`src/rtl/pe_bist_scan_ctrl.sv`:
```
`default_nettype none
// ============================================================================
// Module   : pe_bist_scan_ctrl
// Purpose  : Walks every PE of the systolic array against the redundant MAC.
//            It records each mismatching PE in a fault map and a fault count.
// Revision : 1.0 - initial release
// ============================================================================
module pe_bist_scan_ctrl #(
  parameter int ROWS          = 4,
  parameter int COLS          = 4,
  parameter int WORD_SIZE     = 16,
  parameter int SETTLE_CYCLES = 4
) (
  input  logic                                 clk,
  input  logic                                 rst,
  input  logic                                 start,
  input  logic                                 abort,
  input  logic                                 stop_on_fail,
  input  logic [WORD_SIZE-1:0]                 pe_out,
  input  logic [WORD_SIZE-1:0]                 rmac_out,
  output logic [((ROWS > 1) ? $clog2(ROWS) : 1)-1:0] pe_row,
  output logic [((COLS > 1) ? $clog2(COLS) : 1)-1:0] pe_col,
  output logic                                 test_en,
  output logic                                 busy,
  output logic                                 done,
  output logic [ROWS*COLS-1:0]                 fault_map,
  output logic [$clog2(ROWS*COLS+1)-1:0]       fault_count
);

  localparam int ROW_W = (ROWS > 1) ? $clog2(ROWS) : 1;
  localparam int COL_W = (COLS > 1) ? $clog2(COLS) : 1;
  localparam int NPE   = ROWS * COLS;
  localparam int IDX_W = (NPE > 1) ? $clog2(NPE) : 1;
  localparam int FCW   = $clog2(NPE + 1);
  localparam int CNT_W = (SETTLE_CYCLES > 1) ? $clog2(SETTLE_CYCLES) : 1;

  localparam logic [ROW_W-1:0] c_last_row   = ROW_W'(ROWS - 1);
  localparam logic [COL_W-1:0] c_last_col   = COL_W'(COLS - 1);
  localparam logic [CNT_W-1:0] c_settle_ld  = CNT_W'(SETTLE_CYCLES - 1);

  typedef enum logic [2:0] {
    S_IDLE    = 3'd0,
    S_SELECT  = 3'd1,
    S_SETTLE  = 3'd2,
    S_COMPARE = 3'd3,
    S_DONE    = 3'd4
  } state_t;

  state_t             r_state;
  logic [CNT_W-1:0]   r_settle_cnt;
  logic               r_stop_on_fail;
  logic [ROW_W-1:0]   r_pe_row;
  logic [COL_W-1:0]   r_pe_col;
  logic               r_test_en;
  logic               r_busy;
  logic               r_done;
  logic [NPE-1:0]     r_fault_map;
  logic [FCW-1:0]     r_fault_count;

  logic               w_mismatch;
  logic               w_last_pe;
  logic [IDX_W-1:0]   w_pe_idx;
  logic [NPE-1:0]     w_pe_bit;

  assign w_mismatch = (pe_out != rmac_out);
  assign w_last_pe  = (r_pe_row == c_last_row) && (r_pe_col == c_last_col);
  assign w_pe_idx   = IDX_W'(r_pe_row) * IDX_W'(COLS) + IDX_W'(r_pe_col);
  assign w_pe_bit   = NPE'(1) << w_pe_idx;

  // Index, map and count are held across abort and DONE; only start clears them.
  always_ff @(posedge clk or negedge rst) begin
    if (!rst) begin
      r_state        <= S_IDLE;
      r_settle_cnt   <= '0;
      r_stop_on_fail <= 1'b0;
      r_pe_row       <= '0;
      r_pe_col       <= '0;
      r_test_en      <= 1'b0;
      r_busy         <= 1'b0;
      r_done         <= 1'b0;
      r_fault_map    <= '0;
      r_fault_count  <= '0;
    end else begin
      r_done <= 1'b0;
      case (r_state)
        S_IDLE: begin
          if (start) begin
            r_fault_map    <= '0;
            r_fault_count  <= '0;
            r_pe_row       <= '0;
            r_pe_col       <= '0;
            r_stop_on_fail <= stop_on_fail;
            r_busy         <= 1'b1;
            r_test_en      <= 1'b1;
            r_state        <= S_SELECT;
          end
        end

        S_SELECT: begin
          if (abort) begin
            r_busy    <= 1'b0;
            r_test_en <= 1'b0;
            r_state   <= S_IDLE;
          end else begin
            r_settle_cnt <= c_settle_ld;
            r_state      <= S_SETTLE;
          end
        end

        S_SETTLE: begin
          if (abort) begin
            r_busy    <= 1'b0;
            r_test_en <= 1'b0;
            r_state   <= S_IDLE;
          end else if (r_settle_cnt == '0) begin
            r_state <= S_COMPARE;
          end else begin
            r_settle_cnt <= r_settle_cnt - CNT_W'(1);
          end
        end

        S_COMPARE: begin
          if (abort) begin
            r_busy    <= 1'b0;
            r_test_en <= 1'b0;
            r_state   <= S_IDLE;
          end else begin
            if (w_mismatch) begin
              r_fault_map   <= r_fault_map | w_pe_bit;
              r_fault_count <= r_fault_count + FCW'(1);
            end
            if (w_last_pe || (w_mismatch && r_stop_on_fail)) begin
              r_busy    <= 1'b0;
              r_test_en <= 1'b0;
              r_done    <= 1'b1;
              r_state   <= S_DONE;
            end else begin
              if (r_pe_col == c_last_col) begin
                r_pe_col <= '0;
                r_pe_row <= r_pe_row + ROW_W'(1);
              end else begin
                r_pe_col <= r_pe_col + COL_W'(1);
              end
              r_state <= S_SELECT;
            end
          end
        end

        S_DONE: begin
          r_state <= S_IDLE;
        end

        default: begin
          r_busy    <= 1'b0;
          r_test_en <= 1'b0;
          r_state   <= S_IDLE;
        end
      endcase
    end
  end

  assign pe_row      = r_pe_row;
  assign pe_col      = r_pe_col;
  assign test_en     = r_test_en;
  assign busy        = r_busy;
  assign done        = r_done;
  assign fault_map   = r_fault_map;
  assign fault_count = r_fault_count;

endmodule
`default_nettype wire

```
`config.mk`:
```
export PLATFORM = sky130hd
export DESIGN_NAME = pe_bist_scan_ctrl
export DESIGN_NICKNAME = d
export VERILOG_FILES = /design/src/rtl/pe_bist_scan_ctrl.sv
export SDC_FILE = /design/constraint.sdc
export NUM_CORES = 1
export LEC_CHECK = 0
export CAP_MARGIN = 40
export CORE_MARGIN = 10
export CORE_UTILIZATION = 35
export CTS_CLUSTER_DIAMETER = 80
export DETAILED_ROUTE_END_ITERATION = 8
export PLACE_DENSITY_LB_ADDON = 0.3
export SLEW_MARGIN = 25
export SYNTH_ARGS = -nofsm -noshare
export SYNTH_HDL_FRONTEND = slang
export SYNTH_SLANG_ARGS = --single-unit
```
`constraint.sdc`:
```
create_clock -name clk -period 4.52 [get_ports clk]
set_input_delay 0.452 -clock clk [delete_from_list [all_inputs] [get_ports clk]]
set_output_delay 0.452 -clock clk [all_outputs]
set_load 0.1 [all_outputs]
```
After elaboration in Yosys (flattened, before gate mapping)

Cells that the tools add are included.

Multiply operators: 0
$add $sub $neg: 5
Eq/ne operators: 18
Muxes and demuxes: 36
Div/mod/pow operators: 0
Reduce and logical (&&, ||, !) cells: 15
$lt $le $gt $ge: 0
Bitwise logic cells: 2
Shift-type cells: 1

Operator list:

| operator                                          | number |
|---|---|
| 2-to-1 mux 16 bit                                 | 3 |
| case mux 16 bit (2 select lines)                  | 1 |
| 2-to-1 mux 2 bit                                  | 11 |
| != test 16 bit                                    | 1 |
| != test 2 bit (second input constant)             | 8 |
| bitwise OR 16 bit                                 | 1 |
| AND reduction 4 bit                               | 4 |
| left shift 1 x 4 -> 16 bit (first input constant) | 1 |
| 2-to-1 mux 3 bit                                  | 5 |
| 2-to-1 mux 5 bit                                  | 3 |
| case mux 2 bit (2 select lines)                   | 3 |
| case mux 3 bit (4 select lines)                   | 1 |
| case mux 5 bit (2 select lines)                   | 1 |
| 2-to-1 mux 1 bit                                  | 7 |
| == test 3 x 2 -> 1 bit (second input constant)    | 2 |
| != test 3 bit (second input constant)             | 2 |
| adder 5 x 1 -> 5 bit (second input constant)      | 1 |
| AND reduction 5 bit                               | 1 |
| adder 2 x 1 -> 2 bit (second input constant)      | 2 |
| adder 4 x 2 -> 4 bit                              | 1 |
| == test 2 bit (second input constant)             | 2 |
| case mux 1 bit (4 select lines)                   | 1 |
| AND reduction 2 bit                               | 2 |
| nonzero test 2 bit                                | 2 |
| 10 further kinds                                  | 11 |

Latch bits: 0
Output and inout bits: 28
Register bits: 33
Memories kept: 0
Memory bits (writable): 0
Input port bits: 37
Logic and storage cells: 86
ROM bits: 0

Logic depth before layout (Yosys ltp)

Depth in word-level cells: 6
Gate-level depth with buffers: 7
Gate-level depth less buffers: 6

Worst setup path after synthesis

OpenSTA, ideal clock, no wires.

Path kind: register to register
Start point: reg r_pe_col[0], in the netlist pe_col[0]
End point: reg r_busy, in the netlist busy
Cell stages (with the launch flop): 5
Period minus slack after synthesis: 1.984 ns
Path slack: 2.536 ns
Data required time: 4.389 ns
Arrival: 1.853 ns
Path buffers: 0
Cells stage by stage: dfrtp_1 ha_1 and2_1 a211o_1 mux2i_1

Longest elaborated chain between the ends: 5

RTL lines:

| item                          | RTL line | source |
|---|---|---|
| from (decl)                   | 53       | `logic [COL_W-1:0] r_pe_col;` |
| from (signal assigned)        | 142      | `r_pe_col <= r_pe_col + COL_W'(1);` |
| == test 2 bit                 | 66       | `assign w_last_pe = (r_pe_row == c_last_row) && (r_pe_col == c_last_col);` |
| logical AND 1 bit             | 66       |  |
| logical OR 1 bit              | 132      | `if (w_last_pe \|\| (w_mismatch && r_stop_on_fail)) begin` |
| != test 3 bit (no line)       | n/a      |  |
| AND reduction 4 bit (no line) | n/a      |  |
| to (signal assigned)          | 79       | `r_busy <= 1'b0;` |
| to (signal assigned)          | 133      | `r_busy <= 1'b0;` |
| to (signal assigned)          | 154      | `r_busy <= 1'b0;` |
| to (decl)                     | 55       | `logic r_busy;` |

No other way between the ends.
A chain may end at the register's enable or synchronous reset.

Final worst setup path

Start point: in rmac_out[0]
End point: reg r_fault_map[10], in the netlist fault_map[10]

Longest elaborated chain between the ends: 3

RTL lines:

| item                          | RTL line | source |
|---|---|---|
| from (decl)                   | 20       | `input logic [WORD_SIZE-1:0] rmac_out,` |
| != test 16 bit                | 65       | `assign w_mismatch = (pe_out != rmac_out);` |
| != test 2 bit (no line)       | n/a      |  |
| AND reduction 4 bit (no line) | n/a      |  |
| to (signal assigned)          | 129      | `r_fault_map <= r_fault_map \| w_pe_bit;` |
| to (decl)                     | 57       | `logic [NPE-1:0] r_fault_map;` |

No other way between the ends.

==> run_results.csv <==
group,metric,value,unit
status,outcome,"finished clean",
power,share_seq_of_total_power,33.6,%
setup_path,worst_setup_path_end_kind,"flop",
clock_tree,clkSinkCount,33,
setup_path,crit_reg_reg_startpoint,"r_state[0]",
flow_run,timing.max_cap.violations,0,
yosys,flop_and_latch_count_out_of_synthesis,33,
floorplanning,chipHeight,92.3,um
setup_path,critical_path.startpoint,"rmac_out[0]",
power,p_int,0.000698,W
final_layout,insertedDiodeCount,0,
floorplanning,placementRows,26,
floorplanning,core_area,5070,um2
global_routing,grt_start_max_net_pins,34,
setup_path,critical_path_peak_fanout,18,
yosys,synth_warnings,0,
clock_tree,postCtsSetupBuffers,0,
setup_path,timing_worst_setup_path_type,"in -> reg",
placed_design,dp_hpwl,3.81,mm
min_path,path_class_of_the_lowest_slack_min_delay_path,"reg -> reg",
timing,post-route-period-util,54.5,%
timing,setup_total_negative_slack,0,ps
yosys,avgSynthCellArea,10.3,um2
placed_design,place.gp.congestion,0.753,
clock_tree,ctsHoldBuffers,0,
yosys,synth_fp_nets,221,
routing,number_of_remaining_drc_errors,0,
routing,drtIter0Drc,80,
routing,postRouteWirelength,4.84,mm
timing,clock.fmax,0.406,GHz
setup_path,timing.critical_path.arrival,2630,ps
timing,tightestPinTransition,502,ps
power,p_clk_share,20.3,%
routing,routed_via_density,5.04,
routing,mean_routed_wirelength_per_cell,14.3,um
yosys,summed_instance_area_of_the_synthesized_netlist,1830,um2
yosys,synthesized_instance_count,177,
global_routing,gr-total-overflow,0,
routing,ant_nets,0,
floorplanning,die_width,92.3,um
setup_path,path_cells,"clkdlybuf4s50_1, xor2_1, nor4_1, nand4_1, nor2b_1, buf_4, a32o_1",
timing,setup_viol,0,
setup_path,r2r_end,"fault_count[3]",
final_layout,fillerInstances,444,
yosys,synth-seq-area-share,45.1,%
final_layout,final_net_count,312,
timing,slew_headroom,66.3,%
clock_tree,cts_inserted_buffers,5,
setup_path,cp-start-kind,"input port",
global_routing,grt_use_total,11.9,%
clock_tree,worst_skew_pair.late_latency,280,ps
timing,rsz0062_at_grt,"false",
clock_tree,cts_root_buf,"sky130_fd_sc_hd__clkbuf_8",
power,power_per_cell_area,387,nW/um2
power,power.net_switching,0.000488,W
global_routing,initial_antenna_violation_count,0,
setup_path,rrSetupSlack,2320,ps
floorplanning,die_ar,8520,um2
floorplanning,initial_core_util,36.0,%
timing,final_hold_viol_count,0,
power,combinationalPowerShare,46.0,%
global_routing,grt_pass1_vias,1782,
final_layout,layout-drive-gt1-share,14.9,%
routing,vias,1709,
clock_tree,clock_path_buffers,2,
routing,drt_first_pass_iters,4,
yosys,yosys.cell_types.count,38,
timing,final_max_slew_viol_count,0,
power,total_leakage_power,1.30,nW
power,power.switching_fraction,41.1,%
clock_tree,worst_setup_hold_path_clk_slew,70,ps
setup_path,cp_slowest_cell,"sky130_fd_sc_hd__nand4_1",
setup_path,maximum_single_stage_delay_on_the_critical_path,480,ps
setup_path,cp-endpoint,"fault_map[10]",
timing,clock-skew-final,4.26,ps
final_layout,area.growth.synth_to_final,67.8,%
power,vdd_drop_max,0.228,mV
timing,final.min_clock_period,2460,ps
clock_tree,postCtsResizedCells,0,
clock_tree,htree_levels,2,
setup_path,worst-r2r-cell-count,5,
global_routing,wire_length_of_the_first_global_routing_pass,8.32,mm
clock_tree,cts_tree,"yes",
final_layout,layout.core_utilization,60.5,%
placed_design,buffer_ports.inserted,64,
setup_path,critPathRequiredTime,4690,ps
floorplanning,io_pins,65,
==> critical path, delay by kind of cell <==
family	cells	cell delay [ps]
AO/OA/AOI/OAI	1	270
AND/OR/NAND/NOR	3	1110
XOR/XNOR	1	160
buffers and inverters	2	630
==> stage by stage <==
step / cell area (um2) / setup WS [ps] / hold WS (ps) / total power, W / std cells
floorplan: 1830 / 2540 / 156 / 0.000746 / 177
finish: 3070 / 2060 / 492 / 0.00119 / 339
global route: 3070 / 1810 / 511 / 0.00126 / 339
global placement: 2510 / 1730 / 477 / 0.000859 / 302
CTS: 3050 / 2040 / 498 / 0.00119 / 338
detailed placement: 2950 / 1730 / 482 / 0.000944 / 330
==> how the worst min path moves through the flow <==
stage                        startpoint  cells past startpoint  slack [ps]            end
after floorplan                     rst                      0         160           busy
after global placement    fault_map[11]                      1         480  fault_map[11]
after detailed placement   fault_map[0]                      1         480   fault_map[0]
after CTS                  fault_map[0]                      1         500   fault_map[0]
after global routing       fault_map[7]                      1         510   fault_map[7]
final                      fault_map[7]                      1         490   fault_map[7]
==> synthesized netlist by cell type <==
cell                        number  area (um2)
sky130_fd_sc_hd__dfrtp_1        33         826
sky130_fd_sc_hd__a32o_1         16         160
sky130_fd_sc_hd__xor2_1         16         140
sky130_fd_sc_hd__nand2_1        15        56.3
sky130_fd_sc_hd__inv_1          10        37.5
sky130_fd_sc_hd__ha_1            7        87.6
sky130_fd_sc_hd__nor2_1          7        26.3
sky130_fd_sc_hd__nor3_1          6        30.0
sky130_fd_sc_hd__mux2i_1         5        50.1
sky130_fd_sc_hd__nor2b_1         5        31.3
sky130_fd_sc_hd__nor4_1          5        31.3
sky130_fd_sc_hd__o211ai_1        5        37.5
sky130_fd_sc_hd__and2_1          4        25.0
sky130_fd_sc_hd__buf_2           4        20.0
sky130_fd_sc_hd__o21ai_1         4        20.0
sky130_fd_sc_hd__a21oi_1         3        15.0
sky130_fd_sc_hd__clkbuf_1        3        11.3
sky130_fd_sc_hd__nand3_1         3        15.0
sky130_fd_sc_hd__a211o_1         2        17.5
sky130_fd_sc_hd__a211oi_1        2        15.0
sky130_fd_sc_hd__buf_6           2        22.5
sky130_fd_sc_hd__nand4_1         2        12.5
sky130_fd_sc_hd__o22a_1          2        17.5
sky130_fd_sc_hd__o31ai_1         2        15.0
sky130_fd_sc_hd__a22oi_1         1        7.51
sky130_fd_sc_hd__a31oi_1         1        6.26
sky130_fd_sc_hd__buf_1           1        3.75
sky130_fd_sc_hd__buf_4           1        7.51
sky130_fd_sc_hd__mux2_2          1        11.3
sky130_fd_sc_hd__nand2b_1        1        6.26
sky130_fd_sc_hd__nand4bb_1       1        11.3
sky130_fd_sc_hd__nor3b_1         1        7.51
sky130_fd_sc_hd__o21ai_0         1        5.00
sky130_fd_sc_hd__o31a_1          1        8.76
sky130_fd_sc_hd__o32ai_1         1        8.76
sky130_fd_sc_hd__or3_1           1        6.26
sky130_fd_sc_hd__or4b_1          1        10.0
sky130_fd_sc_hd__xnor2_1         1        8.76
==> power by group through the flow <==
stage / Clock [W] / Sequential [W] / Combinational [W]
detailed placement: 0 / 0.000404 / 0.000540
global route: 0.000265 / 0.000408 / 0.000591
finish: 0.000241 / 0.000399 / 0.000546
CTS: 0.000251 / 0.000399 / 0.000540
global placement: 0 / 0.000403 / 0.000456
floorplan: 0 / 0.000504 / 0.000242
==> area by class of cell <==
class                   instances  area, um2  area share [%]
repair buffers                 95       1120            36.4
multi-input cells             123        901            29.4
flip-flops and latches         33        826            26.9
clock buffers                   7       96.3            3.14
well taps                      70       87.6            2.85
inverters                      10       37.5            1.22
clock inverters                 1       5.00           0.163
==> cells in the final DEF, fill, tap and decap left out, types with 3 or more instances in the layout <==
| master | n |
|---|---|
| sky130_fd_sc_hd__inv_1 | 10 |
| sky130_fd_sc_hd__and2_1 | 4 |
| sky130_fd_sc_hd__clkbuf_8 | 7 |
| sky130_fd_sc_hd__a32o_1 | 16 |
| sky130_fd_sc_hd__mux2i_1 | 5 |
| sky130_fd_sc_hd__dfrtp_1 | 33 |
| sky130_fd_sc_hd__ha_1 | 7 |
| sky130_fd_sc_hd__nand2_1 | 15 |
| sky130_fd_sc_hd__o211ai_1 | 5 |
| sky130_fd_sc_hd__o21ai_1 | 4 |
| sky130_fd_sc_hd__nor2b_1 | 5 |
| sky130_fd_sc_hd__nor4_1 | 5 |
| sky130_fd_sc_hd__nand3_1 | 3 |
| sky130_fd_sc_hd__xor2_1 | 16 |
| sky130_fd_sc_hd__buf_8 | 27 |
| sky130_fd_sc_hd__a21oi_1 | 3 |
| sky130_fd_sc_hd__nor2_1 | 7 |
| sky130_fd_sc_hd__nor3_1 | 6 |
| sky130_fd_sc_hd__clkdlybuf4s50_1 | 64 |
==> sequential cells by signal, indices dropped and copies added, names as in the netlist <==
| signal | count |
|---|---|
| fault_map | 16 |
| fault_count | 5 |
| r_state | 3 |
| pe_col | 2 |
| pe_row | 2 |
| r_settle_cnt | 2 |
| busy | 1 |
| done | 1 |
| r_stop_on_fail | 1 |
==> routing by layer <==
| metal | part of all wire, % | track usage [%] | up-vias |
|---|---|---|---|
| li1 | - | - | 829 |
| met1 | 42 | 13.1 | 805 |
| met2 | 45 | 18.6 | 68 |
| met3 | 11 | 6.86 | 7 |
| met4 | 1.4 | 4.63 | 0 |
| met5 | 0 | 0 | - |
==> logic make-up (layout without fill, tap and decap cells) <==
| group | Yosys count | count (layout) | share of synthesized area, % |
|---|---|---|---|
| compound gates | 41 | 41 | 18.3 |
| xor+xnor | 17 | 17 | 8.14 |
| fa+ha+maj | 7 | 7 | 4.79 |
| buf+inv | 21 | 113 | 5.61 |
| flops | 33 | 33 | 45.1 |
| mux | 6 | 6 | 3.35 |
| simple gates | 52 | 52 | 14.7 |
No activity file was read; power rests on OpenSTA's default activity.
